==> config.mk <==
export PLATFORM = sky130hd
export DESIGN_NAME = bus_host_arbiter
export DESIGN_NICKNAME = d
export VERILOG_FILES = /design/src/rtl/bus_arb_pkg.sv /design/src/rtl/bus_arb_id_fifo.sv /design/src/rtl/bus_host_arbiter.sv
export SDC_FILE = /design/constraint.sdc
export NUM_CORES = 1
export LEC_CHECK = 0
export BUFFER_PORTS_ARGS = -buffer_cell sky130_fd_sc_hd__buf_4
export CORE_AREA = 2 2 125 127
export CTS_CLUSTER_SIZE = 12
export DETAILED_ROUTE_END_ITERATION = 6
export DIE_AREA = 0 0 127 129
export SLEW_MARGIN = 0
export SYNTH_ARGS = -nofsm -noshare
export SYNTH_HDL_FRONTEND = slang
export SYNTH_SLANG_ARGS = --single-unit
==> constraint.sdc <==
create_clock -name clk_i -period 1.5 [get_ports clk_i]
set_input_delay 0.15 -clock clk_i [delete_from_list [all_inputs] [get_ports clk_i]]
set_output_delay 0.15 -clock clk_i [all_outputs]
set_load 0.05 [all_outputs]
==> src/rtl/bus_arb_pkg.sv <==
// rtl/bus_arb_pkg.sv - width and index helpers shared by the host arbiter and its tracking FIFO
package bus_arb_pkg;

    // Index width for n entries; a single entry still needs one bit.
    function automatic int unsigned idx_width(input int unsigned n);
        return (n > 1) ? $clog2(n) : 1;
    endfunction

    function automatic int unsigned cnt_width(input int unsigned depth);
        return $clog2(depth + 1);
    endfunction

    // (base + off) mod n, valid for base < n and off <= n.
    function automatic int unsigned wrap_add(input int unsigned base, input int unsigned off,
                                             input int unsigned n);
        int unsigned s;
        s = base + off;
        return (s >= n) ? s - n : s;
    endfunction

endpackage

==> src/rtl/bus_arb_id_fifo.sv <==
// rtl/bus_arb_id_fifo.sv - in-order FIFO of host indices for outstanding transactions
module bus_arb_id_fifo
    import bus_arb_pkg::*;
#(
    parameter int unsigned Depth = 2,
    parameter int unsigned Width = 1
) (
    input  logic             clk_i,
    input  logic             rst_ni,
    input  logic             push_i,
    input  logic [Width-1:0] data_i,
    input  logic             pop_i,
    output logic             full_o,
    output logic             empty_o,
    output logic [Width-1:0] head_o
);
    localparam int unsigned PtrW = idx_width(Depth);
    localparam int unsigned CntW = cnt_width(Depth);

    logic [Width-1:0] mem_q [Depth];
    logic [PtrW-1:0]  wptr_q, wptr_d, rptr_q, rptr_d;
    logic [CntW-1:0]  count_q, count_d;
    logic             do_push, do_pop;

    function automatic logic [PtrW-1:0] ptr_inc(input logic [PtrW-1:0] p);
        return (p == PtrW'(Depth - 1)) ? '0 : p + PtrW'(1);
    endfunction

    assign full_o  = (count_q == CntW'(Depth));
    assign empty_o = (count_q == '0);
    assign head_o  = mem_q[rptr_q];

    // A pop on a full FIFO frees the slot the same-cycle push lands in.
    always_comb begin
        do_pop  = pop_i && !empty_o;
        do_push = push_i && (!full_o || do_pop);
        wptr_d  = do_push ? ptr_inc(wptr_q) : wptr_q;
        rptr_d  = do_pop ? ptr_inc(rptr_q) : rptr_q;
        count_d = count_q;
        case ({do_push, do_pop})
            2'b10:   count_d = count_q + CntW'(1);
            2'b01:   count_d = count_q - CntW'(1);
            default: count_d = count_q;
        endcase
    end

    always_ff @(posedge clk_i or negedge rst_ni) begin
        if (!rst_ni) begin
            wptr_q  <= '0;
            rptr_q  <= '0;
            count_q <= '0;
        end else begin
            wptr_q  <= wptr_d;
            rptr_q  <= rptr_d;
            count_q <= count_d;
        end
    end

    always_ff @(posedge clk_i) begin
        if (do_push) begin
            mem_q[wptr_q] <= data_i;
        end
    end

endmodule

==> src/rtl/bus_host_arbiter.sv <==
// rtl/bus_host_arbiter.sv - round-robin OBI host arbiter with in-order response routing
module bus_host_arbiter
    import bus_arb_pkg::*;
#(
    parameter int unsigned NrHosts        = 2,
    parameter int unsigned DataWidth      = 32,
    parameter int unsigned AddressWidth   = 32,
    parameter int unsigned MaxOutstanding = 2
) (
    input  logic                    clk_i,
    input  logic                    rst_ni,
    input  logic [NrHosts-1:0]      host_req_i,
    output logic [NrHosts-1:0]      host_gnt_o,
    input  logic [AddressWidth-1:0] host_addr_i   [NrHosts],
    input  logic [NrHosts-1:0]      host_we_i,
    input  logic [DataWidth/8-1:0]  host_be_i     [NrHosts],
    input  logic [DataWidth-1:0]    host_wdata_i  [NrHosts],
    output logic [NrHosts-1:0]      host_rvalid_o,
    output logic [DataWidth-1:0]    host_rdata_o  [NrHosts],
    output logic [NrHosts-1:0]      host_err_o,
    output logic                    dev_req_o,
    output logic [AddressWidth-1:0] dev_addr_o,
    output logic                    dev_we_o,
    output logic [DataWidth/8-1:0]  dev_be_o,
    output logic [DataWidth-1:0]    dev_wdata_o,
    input  logic                    dev_gnt_i,
    input  logic                    dev_rvalid_i,
    input  logic [DataWidth-1:0]    dev_rdata_i,
    input  logic                    dev_err_i
);
    localparam int unsigned IdxW = idx_width(NrHosts);
    typedef logic [IdxW-1:0] host_idx_t;

    host_idx_t prio_q, prio_d, lock_idx_q, lock_idx_d;
    host_idx_t rr_sel, cand, sel, fifo_head;
    logic      lock_q, lock_d;
    logic      rr_found, can_issue, accept, rsp_valid;
    logic      fifo_full, fifo_empty;

    always_comb begin
        rr_sel   = prio_q;
        rr_found = 1'b0;
        cand     = prio_q;
        for (int unsigned i = 0; i < NrHosts; i++) begin
            cand = host_idx_t'(wrap_add(32'(prio_q), i, NrHosts));
            if (!rr_found && host_req_i[cand]) begin
                rr_sel   = cand;
                rr_found = 1'b1;
            end
        end
    end

    // A stalled request keeps its host selected so the downstream payload stays stable.
    assign sel        = lock_q ? lock_idx_q : rr_sel;
    assign can_issue  = !fifo_full || dev_rvalid_i;
    assign dev_req_o  = rst_ni && host_req_i[sel] && can_issue;
    assign accept     = dev_req_o && dev_gnt_i;
    assign rsp_valid  = dev_rvalid_i && !fifo_empty;

    assign dev_addr_o  = host_addr_i[sel];
    assign dev_we_o    = host_we_i[sel];
    assign dev_be_o    = host_be_i[sel];
    assign dev_wdata_o = host_wdata_i[sel];

    always_comb begin
        host_gnt_o    = '0;
        host_rvalid_o = '0;
        host_err_o    = '0;
        for (int unsigned i = 0; i < NrHosts; i++) begin
            host_gnt_o[i]    = accept && (sel == host_idx_t'(i));
            host_rvalid_o[i] = rsp_valid && (fifo_head == host_idx_t'(i));
            host_err_o[i]    = rsp_valid && (fifo_head == host_idx_t'(i)) && dev_err_i;
            host_rdata_o[i]  = dev_rdata_i;
        end
    end

    always_comb begin
        prio_d     = prio_q;
        lock_d     = lock_q;
        lock_idx_d = lock_idx_q;
        if (accept) begin
            prio_d = host_idx_t'(wrap_add(32'(sel), 1, NrHosts));
            lock_d = 1'b0;
        end else if (dev_req_o) begin
            lock_d     = 1'b1;
            lock_idx_d = sel;
        end
    end

    always_ff @(posedge clk_i or negedge rst_ni) begin
        if (!rst_ni) begin
            prio_q     <= '0;
            lock_q     <= 1'b0;
            lock_idx_q <= '0;
        end else begin
            prio_q     <= prio_d;
            lock_q     <= lock_d;
            lock_idx_q <= lock_idx_d;
        end
    end

    bus_arb_id_fifo #(
        .Depth (MaxOutstanding),
        .Width (IdxW)
    ) u_id_fifo (
        .clk_i   (clk_i),
        .rst_ni  (rst_ni),
        .push_i  (accept),
        .data_i  (sel),
        .pop_i   (dev_rvalid_i),
        .full_o  (fifo_full),
        .empty_o (fifo_empty),
        .head_o  (fifo_head)
    );

    // A response with nothing outstanding is a downstream protocol error.
    assert property (@(posedge clk_i) disable iff (!rst_ni) !(dev_rvalid_i && fifo_empty));

endmodule
# After elaboration in Yosys (flattened, before gate mapping)
# Memories as Yosys holds them, arrays and structs flattened.
# Cells that the tools add are included.
# word_totals
register_bits	7
latchBits	0
mem_bits_rw	2
romBits	0
out_inout_bits	140
elab_cells	82
memories	1
# mem_list
memory	depth	word_bits	read_ports	rd_ports_with_merged_regs	wr	line_no	rtl
u_id_fifo.mem_q	2	1	1	0	1	bus_arb_id_fifo.sv:20	logic [Width-1:0] mem_q [Depth];
# classes
add_sub_neg	9
n_mul	0
div	0
order_cmp	7
eq_ne	3
shift	0
n_mux	31
n_bitwise	4
n_reduce_logical	21
# op_table
cell	count
32-bit two-way mux	6
1-bit two-way mux	21
1-bit logical AND	12
4-bit two-way mux	3
2-bit >= comparator, second input constant	3
1-bit by 2-bit < comparator with 1-bit output, second input constant	3
1-bit by 1-bit adder with 2-bit output, second input constant	2
2-bit == test, second input constant	2
2-bit case mux with 2 select lines	1
2-bit nonzero test	2
1-bit zero test	3
1-bit NOT	3
1-bit subtractor, second input constant	3
1-bit adder, second input constant	2
2-bit by 1-bit adder with 2-bit output, second input constant	1
2-bit by 1-bit == test with 1-bit output, second input constant	1
1-bit by 2-bit >= comparator with 1-bit output, second input constant	1
2-bit zero test	1
1-bit logical OR	2
1-bit NOT with 2-bit output	1
2-bit AND reduction	1
2-bit by 1-bit subtractor with 2-bit output, second input constant	1

# Longest topological paths before layout
# depth
depth_word	17
ltp_mapped	7

# Hierarchy
# From an unflattened synthesis, not the netlist that was laid out.
# unflattened
cells_unflattened	204
hier_area_um2	1924.3
# by_module_without_submodules
module	n_inst	cells_per_inst	area_per_inst_um2	seq_area_each_um2
bus_host_arbiter	1	177	1630.3	75.1
bus_arb_id_fifo	1	27	294.0	160.2

# Least setup slack after synthesis
# OpenSTA, ideal clock, no wires.
# synth_path
path_kind	flip-flop to output port
start	register lock_q
end	output host_gnt_o[1]
arrival_time_ns	1.665
setup_slack_ns	-0.315
path_stages_with_launch	5
path_cell_list	dfrtp_1 > o31a_1 > buf_6 > buf_6 > nor2_1
# synth_between
elab_chain_cells	7
# synth_rtl
item	line_no	rtl
from (decl)	bus_host_arbiter.sv:36	logic lock_q, lock_d;
from (signal assigned)	bus_host_arbiter.sv:97	lock_q <= lock_d;
1-bit two-way mux (*)	bus_host_arbiter.sv:54	assign sel = lock_q ? lock_idx_q : rr_sel;
1-bit two-way mux (not written as such) (2 in a row)	bus_host_arbiter.sv:56	assign dev_req_o = rst_ni && host_req_i[sel] && can_issue;
1-bit logical AND (2 in a row)	bus_host_arbiter.sv:56	
1-bit logical AND	bus_host_arbiter.sv:57	assign accept = dev_req_o && dev_gnt_i;
1-bit logical AND (*)	bus_host_arbiter.sv:70	host_gnt_o[i] = accept && (sel == host_idx_t'(i));
to (decl)	bus_host_arbiter.sv:13	output logic [NrHosts-1:0] host_gnt_o,
# Mark *: on every way between the ends. The rest lies on a longest branch, timed or not. The select of a mux whose other input is x is not followed.

# Final worst setup path
# layout_path
start	register prio_q
end	output dev_addr_o[20]
# layout_between
elab_chain_cells	13
elab_cells_between_ends	21
classes_between	3 x add/sub; 2 x order compare; 13 x mux; 1 x bitwise; 2 x reduce/logical
# layout_rtl
item	line_no	rtl
from (decl)	bus_host_arbiter.sv:34	host_idx_t prio_q, prio_d, lock_idx_q, lock_idx_d;
from (signal assigned)	bus_host_arbiter.sv:96	prio_q <= prio_d;
1-bit by 2-bit >= comparator with 1-bit output or 1-bit subtractor (tied branches)	bus_arb_pkg.sv:18	return (s >= n) ? s - n : s;
1-bit two-way mux	bus_arb_pkg.sv:18	
1-bit two-way mux (not written as such) (2 in a row)	bus_host_arbiter.sv:46	if (!rr_found && host_req_i[cand]) begin
1-bit two-way mux	bus_host_arbiter.sv:46	
1-bit zero test	bus_host_arbiter.sv:46	
1-bit logical AND	bus_host_arbiter.sv:46	
1-bit two-way mux (*)	bus_host_arbiter.sv:46	
1-bit two-way mux (*)	bus_host_arbiter.sv:54	
1-bit NOT with 2-bit output (not written as such) (*)	bus_host_arbiter.sv:60	assign dev_addr_o = host_addr_i[sel];
32-bit two-way mux (not written as such) (*) (3 in a row)	bus_host_arbiter.sv:60	
to (decl)	bus_host_arbiter.sv:22	output logic [AddressWidth-1:0] dev_addr_o,
# Marked as above.

==> qor.txt <==
Largest cells by area after synthesis: sky130_fd_sc_hd__mux2_4 (46%), sky130_fd_sc_hd__buf_4 (22%), sky130_fd_sc_hd__dfrtp_1 (8.2%)
Rows: 45
Depth of the worst hold-timing path: 2
Post-layout min period: 1.92 ns
Multi-input gate area: 1390 um2
Post-Syn Nets: 372
Skew final: 0.00295 ns
Total negative slack: -29.44 ns
Via Count: 2097
Crit Path Class: flop to primary output
Core outline area: 15000 um2
HPWL after detailed placement: 7690 um
Floorplan die height: 129 um
Power per unit of standard cell area: 1910 nW/um2
Chip width: 127 um
Commonest cells after routing, fill and taps aside: sky130_fd_sc_hd__buf_4 (161), sky130_fd_sc_hd__buf_6 (68), sky130_fd_sc_hd__mux2_4 (66), sky130_fd_sc_hd__buf_8 (13), sky130_fd_sc_hd__dfrtp_1 (7)
Actual transition at the worst max-transition pin: 0.347 ns
Crit path cell chain: a21oi_2 -> o31a_4 -> buf_6 -> buf_16 -> mux2_4 -> buf_6
Class of the most critical hold timing path: primary input to flop
Clock tree from TritonCTS: built
Global-route congestion overflow total: 0
Post-synthesis sequential area ratio: 11.0%
Effective utilization at floorplan: 14.3%
Arrival time reported for the critical path endpoint: 1.77 ns
Final ANT Viol Nets: 0
Count of clock tree sinks: 9
Worst R2R Path Depth: 8
Total power consumption of the routed design: 0.00822 W
Netlist Area Pre-Place: 2140 um2
H-tree depth: 1
Number of antenna violations at the first check in global routing: 1
Post-CTS clock slew at the launch and capture registers of the worst setup and hold paths: 0.04 ns
Clock tree buffer depth: 2
Number of standard cells after synthesis: 194
Setup WS post-layout: -0.424 ns
Largest incremental delay on the critical path: 0.36 ns
Cell type contributing the most total cell area after synthesis: sky130_fd_sc_hd__mux2_4
Fraction of post-synthesis cell area in the top cell type by area: 46.2%
Final-report max-slew violation count: 0
Clock Root Buffer: sky130_fd_sc_hd__clkbuf_16
Max stage delay cell, worst path: sky130_fd_sc_hd__o31a_4
Sequential cell area: 235 um2
Post-detailed-route wirelength per cell: 16.3 um
Worst EP required: 1.35 ns
Crit path capture type: primary output
RSZ-0062 raised after global routing: true
Final setup violation count: 74
Violated checks: setup timing
Number of library cell types mapped by synthesis: 27
Pin count of the biggest net entering global routing: 14
Port buffer count: 220
Most common cell type on the critical path: sky130_fd_sc_hd__buf_6
Total routed wirelength: 9210 um
Run status: complete, but fails checks
Setup crit start kind: flop
Top Ports: 317
Maximum operating frequency: 520 MHz
Number of fillers in the final layout: 1542
Period utilisation layout: 128%
Clock insertion delay at the later pin of the skew report: 0.24 ns
GRT Util Overall: 10.1%
Headroom to the max-slew limit: 76.8%
Number of hold violations in the final report: 0
Final RePlAce weighted congestion: 0.759
Critical-path maximum fanout: 12
Total of flip-flops plus latches after synthesis: 9
First-pass DRT Iterations: 4
DRC violations left: 0
Pleak: 2.17 nW
Ratio of cells with drive above 1 in the final layout: 91.2%
Commonest non-fill, non-tap cell in the layout: sky130_fd_sc_hd__buf_4
Full die area: 16400 um2
Global-route wire length before repair: 12500 um
Via density: 3.71
Area Growth Syn to Fin: 101%
Number of nets in the layout: 555
Max rail drop VDD: 906 uV
DRC violation total after the first TritonRoute iteration: 32
Count of synthesis-stage warnings from yosys: 0
Total clock buffers created by CTS: 3
Via count of the first global-routing pass: 2149
# Max-Cap Violations: 0
Avg Synthesized Cell Area: 11.1 um2
## synthesized netlist by cell type
library cell and n:
sky130_fd_sc_hd__nor4bb_1 1, sky130_fd_sc_hd__nor2_1 10, sky130_fd_sc_hd__nand2b_1 1, sky130_fd_sc_hd__ha_1 1, sky130_fd_sc_hd__o31a_1 1, sky130_fd_sc_hd__xnor2_1 4
sky130_fd_sc_hd__buf_4 64, sky130_fd_sc_hd__inv_1 3, sky130_fd_sc_hd__dfrtp_1 7, sky130_fd_sc_hd__o21ai_0 2, sky130_fd_sc_hd__a21oi_1 3, sky130_fd_sc_hd__edfxtp_1 2
sky130_fd_sc_hd__xor2_1 1, sky130_fd_sc_hd__mux2i_1 2, sky130_fd_sc_hd__nor2b_1 1, sky130_fd_sc_hd__o31ai_1 1, sky130_fd_sc_hd__mux2_4 66, sky130_fd_sc_hd__buf_6 2
sky130_fd_sc_hd__mux2_2 3, sky130_fd_sc_hd__buf_12 6, sky130_fd_sc_hd__inv_2 1, sky130_fd_sc_hd__o32ai_1 1, sky130_fd_sc_hd__nor3b_1 1, sky130_fd_sc_hd__o2bb2ai_1 1
sky130_fd_sc_hd__nand2_1 5, sky130_fd_sc_hd__and3_1 3, sky130_fd_sc_hd__and2_1 1
## stage by stage
step | utilization, % | setup WS [ns] | std cells | hold WS, ns | area [um2]
finish | 28.7 | -0.424 | 565 | 0.155 | 4300
global route | 28.7 | -0.471 | 564 | 0.168 | 4300
CTS | 28.1 | -0.444 | 562 | 0.149 | 4200
detailed placement | 23.7 | -0.236 | 544 | -0.0207 | 3540
global placement | 23.7 | -0.217 | 544 | -0.0202 | 3540
floorplan | - | -0.0577 | 194 | -0.146 | 2160
## layer usage
layer	wire length, um	track usage, %
met5	0	0
met4	46	1.62
met3	1620	7.11
met2	4590	17.9
met1	2950	9.88
## layout make-up
type / count / share of cell area (%)
antenna: 1 / 0.0582
inverter: 4 / 0.349
multi-input combinational: 109 / 32.3
sequential: 9 / 5.47
clock buffer: 4 / 1.83
timing repair buffer: 250 / 54.6
tap: 188 / 5.47
## worst paths after layout
check                                              from                               end  slack, ns
max in group asynchronous                        rst_ni      u_id_fifo.rptr_q$_DFFE_PN0P_       0.87
hold reg to reg            u_id_fifo.wptr_q$_DFFE_PN0P_      u_id_fifo.wptr_q$_DFFE_PN0P_       0.56
setup reg to reg                 lock_idx_q$_DFFE_PN0P_  u_id_fifo.count_q[1]$_DFFE_PN0P_      -0.15
setup / recovery                     prio_q$_DFFE_PN0N_                    dev_addr_o[20]      -0.42
hold / removal                                dev_gnt_i                lock_q$_DFFE_PN0P_       0.15
min in group asynchronous                        rst_ni  u_id_fifo.count_q[0]$_DFFE_PN0P_       0.37
## registers in the layout (all words and copies together) (netlist names)
name and flops:
lock_idx_q 1, lock_q 1, prio_q 1, u_id_fifo.count_q 2, u_id_fifo.mem_q 2, u_id_fifo.rptr_q 1, u_id_fifo.wptr_q 1
## cell families (layout without fill, tap and decap cells)
kind of cell / count (synthesis) / in the layout / share of synthesized area (%)
xor gates and xnor gates: 5 / 5 / 2.04
other: 0 / 1 / 0
buffers and inverters: 76 / 258 / 29.8
DFF: 9 / 9 / 11.0
AOI/OAI and AO/OA: 9 / 9 / 2.74
and+or+nand+nor: 23 / 23 / 5.19
adders and majority gates: 1 / 1 / 0.583
muxes: 71 / 71 / 48.7
## what timing repair did
| action | in CTS | in global routing |
|---|---|---|
| gates resized for setup | 107 | 23 |
| pin swaps | 6 | 7 |
| setup endpoints to repair | 78 | 80 |
| gates cloned | 3 | 0 |
| endpoints found under the hold margin | 7 | 0 |
| setup buffers | 11 | 4 |
| hold buffers | 1 | 0 |
## worst max-delay path, delay by kind of cell, from the launching register on
kind	cells	cell delay [ns]
AO/OA/AOI/OAI	2	0.40
flip-flops	1	0.35
buffers and inverters	3	0.46
multiplexers	1	0.31
## power breakdown
| group | internal, W | switching (W) |
|---|---|---|
| clock | 0.000356 | 0.000122 |
| combinational | 0.00347 | 0.00383 |
| sequential | 0.000356 | 0.0000896 |
No activity file was read; power rests on OpenSTA's default activity.
